File: config.mk
export PLATFORM = sky130hd
export DESIGN_NAME = mips_multicycle_ctrl
export DESIGN_NICKNAME = d
export VERILOG_FILES = /design/src/rtl/mips_multicycle_ctrl.sv
export SDC_FILE = /design/constraint.sdc
export NUM_CORES = 1
export LEC_CHECK = 0
export CAP_MARGIN = 40
export CORE_MARGIN = 2
export CORE_UTILIZATION = 45
export CTS_BUF_LIST = sky130_fd_sc_hd__clkbuf_16
export CTS_CLUSTER_DIAMETER = 50
export CTS_CLUSTER_SIZE = 40
export DETAILED_ROUTE_END_ITERATION = 10
export HOLD_SLACK_MARGIN = 0.03
export PLACE_DENSITY = 0.84
export SLEW_MARGIN = 15
export SYNTH_ARGS = -nofsm -noshare
export SYNTH_HDL_FRONTEND = slang
export SYNTH_SLANG_ARGS = --single-unit
export TNS_END_PERCENT = 1
File: constraint.sdc
create_clock -name clk -period 2.57 [get_ports clk]
set_input_delay 0.514 -clock clk [delete_from_list [all_inputs] [get_ports clk]]
set_output_delay 0.514 -clock clk [all_outputs]
set_load 0.05 [all_outputs]
File: src/rtl/mips_multicycle_ctrl.sv
// Multi-cycle MIPS control FSM: sequences FETCH/DECODE/EXEC/MEM/WB over a shared memory, IR and ALU.
// Moore controls are registered alongside the state; FETCH IR/PC loads, pc_en and watchdog gating follow inputs in-cycle; memory states stall on mem_ready.
module mips_multicycle_ctrl #(
  parameter int WAIT_MAX = 15,
  parameter int CNT_W    = 32
) (
  input  logic             clk,
  input  logic             rst_n,
  input  logic             run,
  input  logic [5:0]       opcode,
  input  logic             zero,
  input  logic             mem_ready,
  output logic             PCWrite,
  output logic             PCWriteCond,
  output logic             pc_en,
  output logic             IorD,
  output logic             MemRead,
  output logic             MemWrite,
  output logic             IRWrite,
  output logic             MemtoReg,
  output logic             RegDst,
  output logic             RegWrite,
  output logic             ALUSrcA,
  output logic [1:0]       ALUSrcB,
  output logic [1:0]       ALUOp,
  output logic [1:0]       PCSource,
  output logic [3:0]       state,
  output logic             halted,
  output logic             illegal_op,
  output logic             bus_err,
  output logic [CNT_W-1:0] instr_count
);

  localparam int WD_W = (WAIT_MAX < 1) ? 1 : $clog2(WAIT_MAX + 1);

  localparam logic [5:0] OP_RTYPE = 6'b000000;
  localparam logic [5:0] OP_LW    = 6'b100011;
  localparam logic [5:0] OP_SW    = 6'b101011;
  localparam logic [5:0] OP_BEQ   = 6'b000100;
  localparam logic [5:0] OP_J     = 6'b000010;
  localparam logic [5:0] OP_ADDI  = 6'b001000;

  typedef enum logic [3:0] {
    S_IDLE    = 4'd0,
    S_FETCH   = 4'd1,
    S_DECODE  = 4'd2,
    S_MEMADR  = 4'd3,
    S_MEMRD   = 4'd4,
    S_MEMWB   = 4'd5,
    S_MEMWR   = 4'd6,
    S_EXEC    = 4'd7,
    S_RWB     = 4'd8,
    S_BRANCH  = 4'd9,
    S_JUMP    = 4'd10,
    S_ADDI_EX = 4'd11,
    S_ADDI_WB = 4'd12,
    S_HALT    = 4'd15
  } state_t;

  typedef struct packed {
    logic       pc_write;
    logic       pc_write_cond;
    logic       iord;
    logic       mem_read;
    logic       mem_write;
    logic       mem_to_reg;
    logic       reg_dst;
    logic       reg_write;
    logic       alu_src_a;
    logic [1:0] alu_src_b;
    logic [1:0] alu_op;
    logic [1:0] pc_source;
  } ctrl_t;

  state_t           state_q;
  state_t           state_n;
  ctrl_t            ctrl_q;
  logic [WD_W-1:0]  wd_cnt;
  logic             in_fetch;
  logic             wd_expire;
  state_t           end_state;

  function automatic logic is_mem_state(input state_t s);
    return (s == S_FETCH) || (s == S_MEMRD) || (s == S_MEMWR);
  endfunction

  function automatic ctrl_t decode_ctrl(input state_t s);
    ctrl_t c;
    c = '0;
    case (s)
      S_FETCH: begin
        c.mem_read  = 1'b1;
        c.alu_src_b = 2'b01;
      end
      S_DECODE:  c.alu_src_b = 2'b11;
      S_MEMADR: begin
        c.alu_src_a = 1'b1;
        c.alu_src_b = 2'b10;
      end
      S_MEMRD: begin
        c.mem_read = 1'b1;
        c.iord     = 1'b1;
      end
      S_MEMWB: begin
        c.reg_write  = 1'b1;
        c.mem_to_reg = 1'b1;
      end
      S_MEMWR: begin
        c.mem_write = 1'b1;
        c.iord      = 1'b1;
      end
      S_EXEC: begin
        c.alu_src_a = 1'b1;
        c.alu_op    = 2'b10;
      end
      S_RWB: begin
        c.reg_write = 1'b1;
        c.reg_dst   = 1'b1;
      end
      S_BRANCH: begin
        c.alu_src_a     = 1'b1;
        c.alu_op        = 2'b01;
        c.pc_write_cond = 1'b1;
        c.pc_source     = 2'b01;
      end
      S_JUMP: begin
        c.pc_write  = 1'b1;
        c.pc_source = 2'b10;
      end
      S_ADDI_EX: begin
        c.alu_src_a = 1'b1;
        c.alu_src_b = 2'b10;
      end
      S_ADDI_WB: c.reg_write = 1'b1;
      default:   c = '0;
    endcase
    return c;
  endfunction

  assign in_fetch  = (state_q == S_FETCH);
  assign wd_expire = is_mem_state(state_q) && !mem_ready && (wd_cnt == WD_W'(WAIT_MAX));
  assign end_state = run ? S_FETCH : S_IDLE;

  always_comb begin
    state_n = state_q;
    case (state_q)
      S_IDLE:   if (run) state_n = S_FETCH;
      S_FETCH: begin
        if (mem_ready)      state_n = S_DECODE;
        else if (wd_expire) state_n = S_HALT;
      end
      S_DECODE: begin
        case (opcode)
          OP_RTYPE: state_n = S_EXEC;
          OP_LW,
          OP_SW:    state_n = S_MEMADR;
          OP_BEQ:   state_n = S_BRANCH;
          OP_J:     state_n = S_JUMP;
          OP_ADDI:  state_n = S_ADDI_EX;
          default:  state_n = S_HALT;
        endcase
      end
      S_MEMADR: state_n = (opcode == OP_LW) ? S_MEMRD : S_MEMWR;
      S_MEMRD: begin
        if (mem_ready)      state_n = S_MEMWB;
        else if (wd_expire) state_n = S_HALT;
      end
      S_MEMWR: begin
        if (mem_ready)      state_n = end_state;
        else if (wd_expire) state_n = S_HALT;
      end
      S_EXEC:    state_n = S_RWB;
      S_ADDI_EX: state_n = S_ADDI_WB;
      S_MEMWB,
      S_RWB,
      S_BRANCH,
      S_JUMP,
      S_ADDI_WB: state_n = end_state;
      S_HALT:    state_n = S_HALT;
      default:   state_n = S_HALT;
    endcase
  end

  // Controls are loaded from the next state so they line up with state_q without a decode stage.
  always_ff @(posedge clk) begin
    if (!rst_n) begin
      state_q     <= S_IDLE;
      ctrl_q      <= '0;
      wd_cnt      <= '0;
      instr_count <= '0;
      illegal_op  <= 1'b0;
      bus_err     <= 1'b0;
    end else begin
      state_q <= state_n;
      ctrl_q  <= decode_ctrl(state_n);
      // A memory state only repeats itself while waiting, so any other transition is a fresh entry.
      if (is_mem_state(state_n) && (state_n == state_q))
        wd_cnt <= wd_cnt + 1'b1;
      else
        wd_cnt <= '0;
      if (in_fetch && mem_ready)
        instr_count <= instr_count + 1'b1;
      if ((state_q == S_DECODE) && (state_n == S_HALT))
        illegal_op <= 1'b1;
      if (wd_expire)
        bus_err <= 1'b1;
    end
  end

  assign PCWrite     = ctrl_q.pc_write | (in_fetch & mem_ready);
  assign IRWrite     = in_fetch & mem_ready;
  assign PCWriteCond = ctrl_q.pc_write_cond;
  assign pc_en       = PCWrite | (PCWriteCond & zero);
  assign IorD        = ctrl_q.iord;
  assign MemRead     = ctrl_q.mem_read & ~wd_expire;
  assign MemWrite    = ctrl_q.mem_write & ~wd_expire;
  assign MemtoReg    = ctrl_q.mem_to_reg;
  assign RegDst      = ctrl_q.reg_dst;
  assign RegWrite    = ctrl_q.reg_write;
  assign ALUSrcA     = ctrl_q.alu_src_a;
  assign ALUSrcB     = ctrl_q.alu_src_b;
  assign ALUOp       = ctrl_q.alu_op;
  assign PCSource    = ctrl_q.pc_source;
  assign state       = state_q;
  assign halted      = (state_q == S_HALT);

endmodule

; ---- After elaboration in Yosys (flattened, before gate mapping)
; Cells that the tools add are included.
[totals]
reg_bits = 57
inputBits = 11
[op_classes]
n_bitwise = 7
add_sub_neg = 2
muxes = 21
n_reduce_logical = 20
n_eq_ne = 33
[ops]
columns = operator, count
row1 = $eq A4 B4 Y1 const B, 13
row2 = $pmux W4 S9, 1
row3 = $add A32 B1 Y32 const B, 1
row4 = $eq A4 B3 Y1 const B, 8
row5 = $mux W4, 5
row6 = $pmux W4 S5, 1
row7 = $eq A4 B2 Y1 const B, 4
row8 = $eq A6 B6 Y1 const B, 2
row9 = $mux W1, 10
row10 = $eq A4 B1 Y1 const B, 2
row11 = $pmux W2 S2, 2
row12 = $reduce_or A2 Y1, 4
row13 = $eq A6 B2 Y1 const B, 1
row14 = $eq A6 B3 Y1 const B, 1
row15 = $eq A6 B4 Y1 const B, 1
row16 = $logic_not A6 Y1, 1
row17 = $pmux W2 S3, 1
row18 = $logic_and A1 B1 Y1, 5
row19 = $reduce_or A5 Y1, 1
row20 = $add A4 B1 Y4 const B, 1
row21 = $and A1 B1 Y1, 4
row22 = $eq A4 B4 Y1, 1
row23 = $logic_not A4 Y1, 1
row24 = $logic_or A1 B1 Y1, 4
row25 = 7 further kinds, 8

; ---- Longest topological paths before layout
; Gate-level depths: netlist (run 1).
[logic_depth]
word_depth = 13
mapped_depth = 8

; ---- Worst setup path before layout (run 1)
; No wires, ideal clock.
[synth_timing]
kind = register to output
startpoint = reg state_q[0] (netlist: state[0])
endpoint = out pc_en
required_ns = 2.056
n_path_buf = 2
t_arrival_ns = 2.763
slack_ns = -0.707
path_stages_with_launch = 7
cell_sequence = dfxtp_1 > buf_2 > nor4b_1 > and2_0 > clkbuf_1 > or2_2 > a21o_1
[synth_via]
elab_chain_cells = 4
[synth_lines]
columns = element, line_no
row1 = "start, declared", 75  ; state_t state_q;
row2 = "start signal, assigned", 194  ; state_q <= state_n;
row3 = $eq A4 B1 Y1, 140  ; assign in_fetch = (state_q == S_FETCH);
row4 = $and A1 B1 Y1, -
row5 = via IRWrite, 19  ; output logic IRWrite,
row6 = $or A1 B1 Y1, 210  ; assign PCWrite = ctrl_q.pc_write | (in_fetch & mem_ready);
row7 = via PCWrite, 13  ; output logic PCWrite,
row8 = $or A1 B1 Y1, 213  ; assign pc_en = PCWrite | (PCWriteCond & zero);
row9 = "end, declared", 15  ; output logic pc_en,
; The timed path passes the listed nets, and every way through them passes these cells.

; ---- Worst setup path after layout (run 1)
[layout_timing]
startpoint = in mem_ready
endpoint = out pc_en
[layout_via]
elab_chain_cells = 3
[layout_lines]
columns = element, line_no
row1 = "start, declared", 12  ; input logic mem_ready,
row2 = $and A1 B1 Y1, 210
row3 = $or A1 B1 Y1, 210
row4 = $or A1 B1 Y1, 213
; No other way between the ends.

==> results.toml, run 1 <==
[sta]
maxSlewHeadroom = 0.6425
finalSetupTns_ps = 0
worst_pin_slew_ps = 534.6
rsz0062_at_grt = "true"
finClkSkew_ps = 6.986
fin_crit_sh = 0.9458
hold_ws_ps = 473.2
setup_viol = 0
min_period_ps = 2431
fmax_mhz = 411.4
drv_slew = 0
hold_viol = 0

[cells_and_area]
drive_gt1_frac = 0.1189
area_growth_pct = 36.75
seq_area_sq_mm = 0.001105
finish.utilization = 0.6369
fill_cells = 469
diodes = 0
multiInputGateArea_sq_mm = 0.001535
final_nets = 399
finalNonFillerCells = 462

[yosys]
ys_top_cells_by_count = "dfxtp_1, and2_1, xnor2_1, nand2_1, nor2_1"
synthDistinctLibCells = 58
synthArstFlopShare = 0
synth_ff_type = "dfxtp_1"
ys_seq_area_frac = 0.3993
syn-instance-count = 312
synth-compound-area-share = 0.1284
synth_top_area_frac = 0.3993
synth_xor_area_frac = 0.1016
synth_simple_gate_area_frac = 0.3090
yosys.area.top_type = "dfxtp_1"
synth.area.top_cells = "dfxtp_1, xnor2_1, and2_1"
ys_ff_latch = 55
synth-edff-count = 0
synth_top_family_by_area = "simple AND/OR/NAND/NOR gates"
syn-num-nets = 325
yosysMostFrequentCell = "dfxtp_1"
yosys_warnings = 0
synth_area_sq_mm = 0.002758
synth_fa_ha_area_frac = 0.009074
avgSynthCellArea_sq_um = 8.839
synth_mux_area_frac = 0.007260

[power_and_ir_drop]
switchingPower_uw = 929.7
ir_drop_uv = 530.6
p_sw_frac = 0.3532
power_frac_comb = 0.368
power_frac_seq = 0.376
power_uw = 2632
powerDensity_mw_per_mm2 = 698.0
leakagePower_uw = 0.001429
p_int_uw = 1703
clockPowerShare = 0.257

[global_route]
grt_pass1_vias = 2256
gr-total-overflow = 0
grt_antenna_before_repair = 0
grt_first_pass_wirelength_um = 10030
track_usage = 0.1896
grt_max_degree = 35

[die]
pin_count = 67
die_h_um = 82.28
std_cell_rows = 28
die_area_sq_mm = 0.006770
fp.coreArea_sq_mm = 0.005921
dieWidth_um = 82.28
start_util = 0.4658

[clocking]
cts_resized = 0
cts_buffer_depth = 2
cts_root_buf = "clkbuf_16"
cts_setup_buffers = 0
clkSinkCount = 55
insertion_delay_ps = 290
cts.htree.levels = 2
cts_buffers = 5
cts_hold_buf = 0
cts_tree = "done"
path_clk_slew_ps = 70

[detailed_routing]
drt_iter0_drc = 72
via_count = 2458
firstDrtPassIters = 4
drc_errors = 0
ant_nets = 0
routedWlPerCell_um = 13.38
avgViaCountPerCell = 5.320
totalWireLength_um = 6181

[placement]
hpwl_um = 4778
gp_congestion = 0.8992
dpl.cell_count = 454
port_buffers = 66

[critical_path]
crit_chain = "clkdlybuf4s50_1 > buf_4 > and2_0 > or2_4 > a21o_2 > buf_12"
crit_path_max_fanout = 11
path_delay_family = "buffers and inverters"
path_buf_inv = 3
cpMaxStageDelayCell = "clkdlybuf4s50_1"
max_stage_delay_ps = 440
critical_path_arrival_ps = 1920
required_ps = 2060
start_kind = "primary input"
worstSetupPathType = "primary input to output port"
cp-end-kind = "output port"

[hold_path]
hold_path.class = "register to register"

[flow_run]
drv_cap = 0

[run_status]
status = "completed"
[layer usage]
metal | track usage | wire length (um) | vias up
li1 | - | - | 1240
met1 | 0.2160 | 2574 | 1155
met2 | 0.3484 | 3254 | 54
met3 | 0.03043 | 241 | 9
met4 | 0.07833 | 111 | 0
met5 | 0 | 0 | -
[worst paths after layout]
| kind | cells after the start | from | slack [ps] | endpoint |
|---|---|---|---|---|
| setup / recovery | 6 | mem_ready | 140 | pc_en |
| setup reg to reg | 8 | state[0] | 300 | illegal_op |
| hold reg to reg | 1 | illegal_op | 470 | illegal_op |
| hold / removal | 1 | illegal_op | 470 | illegal_op |
[cell usage in the layout (no fill, tap or decap), types with 7 or more instances in the layout]
cell type,instances
nand3_1,14
dfxtp_1,52
nor2_1,16
o21ai_0,7
clkdlybuf4s50_1,60
nor2b_1,7
nand2_1,18
inv_1,7
buf_4,20
nand4_1,13
and2_1,32
nor3_1,7
xor2_1,7
a21oi_1,10
xnor2_1,25
[kinds of logic (layout without fill, tap and decap cells)]
family	Yosys count	after routing
fa+ha+maj	2	2
mux	2	2
xor+xnor	32	32
buf+inv	26	101
flops	55	55
compound gates	49	49
simple gates	146	146
[power groups by stage]
stage               clock (uW)  combinational [uW]  sequential (uW)
floorplan                    0                 566             1060
global placement             0                 949             1010
detailed placement           0                 968             1010
CTS                        689                 972              988
global route               716                1040             1000
finish                     675                 968              989
[registers in the layout (all words and copies together) (netlist names)]
name and cells:
ALUOp 2, ALUSrcA 1, ALUSrcB 2, IorD 1, MemtoReg 1, PCSource 1
RegDst 1, RegWrite 1, bus_err 1, ctrl_q 3, illegal_op 1, instr_count 32
state 4, wd_cnt 4
[area by class of cell]
type	count	share of cell area
multi-input combinational	231	0.4071
sequential	55	0.2930
timing repair buffer	86	0.2289
clock buffer	5	0.03318
tap	75	0.02488
inverter	7	0.006967
clock inverter	3	0.005972
[per-stage QoR]
stage / setup slack, ps / area (sq um)
floorplan: 21.49 / 2769
global placement: -153.1 / 3621
detailed placement: -149.1 / 3621
CTS: 63.97 / 3769
global route: -3.159 / 3771
finish: 139.2 / 3771
(Power assumes the default switching activity.)
==> run 2, diff against run 1 <==
clock period = 3.1 ns   (was 2.57 ns; I/O delays follow)
==> run 2 against run 1 <==
Register-to-register slack better by 320 ps. Combinational power down 20%. Worst hold slack worse by 5.8 ps. Non-clock buffer count down 12. First-iteration DRC count up 49%. Die area unchanged. Total power down 16%. Flip-flop and latch count unchanged. Highest routed layer unchanged.
==> results.toml, run 2 (synthesis results as in run 1) <==
[detailed_routing]
top_layer = "met4"
ant_nets = 0
drt_iter0_drc = 107
met1_length_um = 2609
via_count = 2443
routedWlPerCell_um = 13.68
avgViaCountPerCell = 5.441
wl_met2_um = 3065
drc_errors = 0
firstDrtPassIters = 4
routed-wl-met3_um = 297
totalWireLength_um = 6143

[critical_path]
r2r-start = "state[1]"
start_kind = "primary input"
r2r_setup_slack_ps = 620
reg2reg_to = "ALUOp[1]"
endpoint = "pc_en"
worstSetupPathType = "primary input to output port"
crit_path_max_fanout = 13
crit_start = "mem_ready"
rr_worst_depth = 7
cp-end-kind = "output port"
critical_path_arrival_ps = 2190
required_ps = 2480

[placement]
dpl.cell_count = 442
hpwl_um = 4595
gp_congestion = 0.8878
port_buffers = 66

[sta]
fmax_mhz = 356.2
fin_crit_sh = 0.9056
min_period_ps = 2807
maxSlewHeadroom = 0.4767
rsz0062_at_grt = "false"
hold_viol = 0
drv_slew = 0
worst_pin_slew_ps = 782.4
finClkSkew_ps = 6.284
setup_viol = 0
finalSetupTns_ps = 0

[cells_and_area]
final_common_cell = "clkdlybuf4s50_1"
area_growth_pct = 33.67
drive_gt1_frac = 0.07754
largest-register = "instr_count"
finalNonFillerCells = 449
diodes = 0
fill_cells = 494
largest_reg_flops = 32
final_nets = 387
final_cell_mix = "clkdlybuf4s50_1, dfxtp_1, and2_1"

[clocking]
cts_buffers = 5
path_clk_slew_ps = 70
cts_root_buf = "clkbuf_16"
cts_buffer_depth = 2
insertion_delay_ps = 290
cts.htree.levels = 2
cts_hold_buf = 0
cts_tree = "done"
cts_setup_buffers = 0
clkSinkCount = 55
cts_resized = 0

[hold_path]
hold_path.class = "register to register"
hold_depth = 1

[global_route]
grt_max_degree = 27
track_usage = 0.1931
grt_antenna_before_repair = 0
grt_first_pass_wirelength_um = 10190
grt_pass1_vias = 2292
gr-total-overflow = 0

[die]
start_util = 0.4658
die_area_sq_mm = 0.006770
fp.coreArea_sq_mm = 0.005921
die_h_um = 82.28
dieWidth_um = 82.28
pin_count = 67
std_cell_rows = 28

[flow_run]
drv_cap = 0

[power_and_ir_drop]
powerDensity_mw_per_mm2 = 596.3
ir_drop_uv = 279.2
leakagePower_uw = 0.001358

[run_status]
status = "completed"
[run 2: changes by cell type in the layout (fill, tap and decap cells not counted), moves of 2 or more]
cell,before,now
buf_4,20,8
dfxtp_1,52,55
dfxtp_2,3,0
inv_6,2,0
[run 2: critical path: stages]
cell and delay (ps):
clkdlybuf4s50_1 620, and2_0 260, or2_2 320, a21o_1 200, buf_12 150
[run 2: layout make-up]
cell class              count  area, sq um  area share
well taps                  75        93.84     0.02546
clock buffers               5        125.1     0.03394
flip-flops and latches     55         1101      0.2987
clock inverters             2        37.54     0.01018
repair buffers             74        770.7      0.2091
multi-input cells         231         1531      0.4155
inverters                   7        26.28    0.007128
[run 2: how the worst min path moves through the flow]
| stage | startpoint | endpoint |
|---|---|---|
| after floorplan | wd_cnt[0] | wd_cnt[0] |
| after global placement | illegal_op | illegal_op |
| after detailed placement | illegal_op | illegal_op |
| after CTS | illegal_op | illegal_op |
| after global routing | bus_err | bus_err |
| final | illegal_op | illegal_op |
[run 2: power breakdown]
part           switching, uW  internal [uW]
registers               54.5            754
logic                    457            314
clock network            242            376
[run 2: metal layers]
metal,up-vias,track usage
met1,1140,0.2249
li1,1217,-
met2,69,0.3395
met4,0,0.09000
met5,-,0
met3,17,0.03696
[run 2: metrics by stage]
| step | area (sq um) | hold slack, ps | utilization | power, uW | setup WS, ps |
|---|---|---|---|---|---|
| floorplan | 2759 | 507.0 | - | 1340 | 28.14 |
| global placement | 3523 | 449.4 | 0.5951 | 1576 | 236.5 |
| detailed placement | 3523 | 454.5 | 0.5951 | 1590 | 170.6 |
| CTS | 3686 | 470.3 | 0.6226 | 2213 | 291.6 |
| global route | 3686 | 503.3 | 0.6226 | 2311 | 202.8 |
| finish | 3686 | 467.5 | 0.6226 | 2198 | 292.5 |
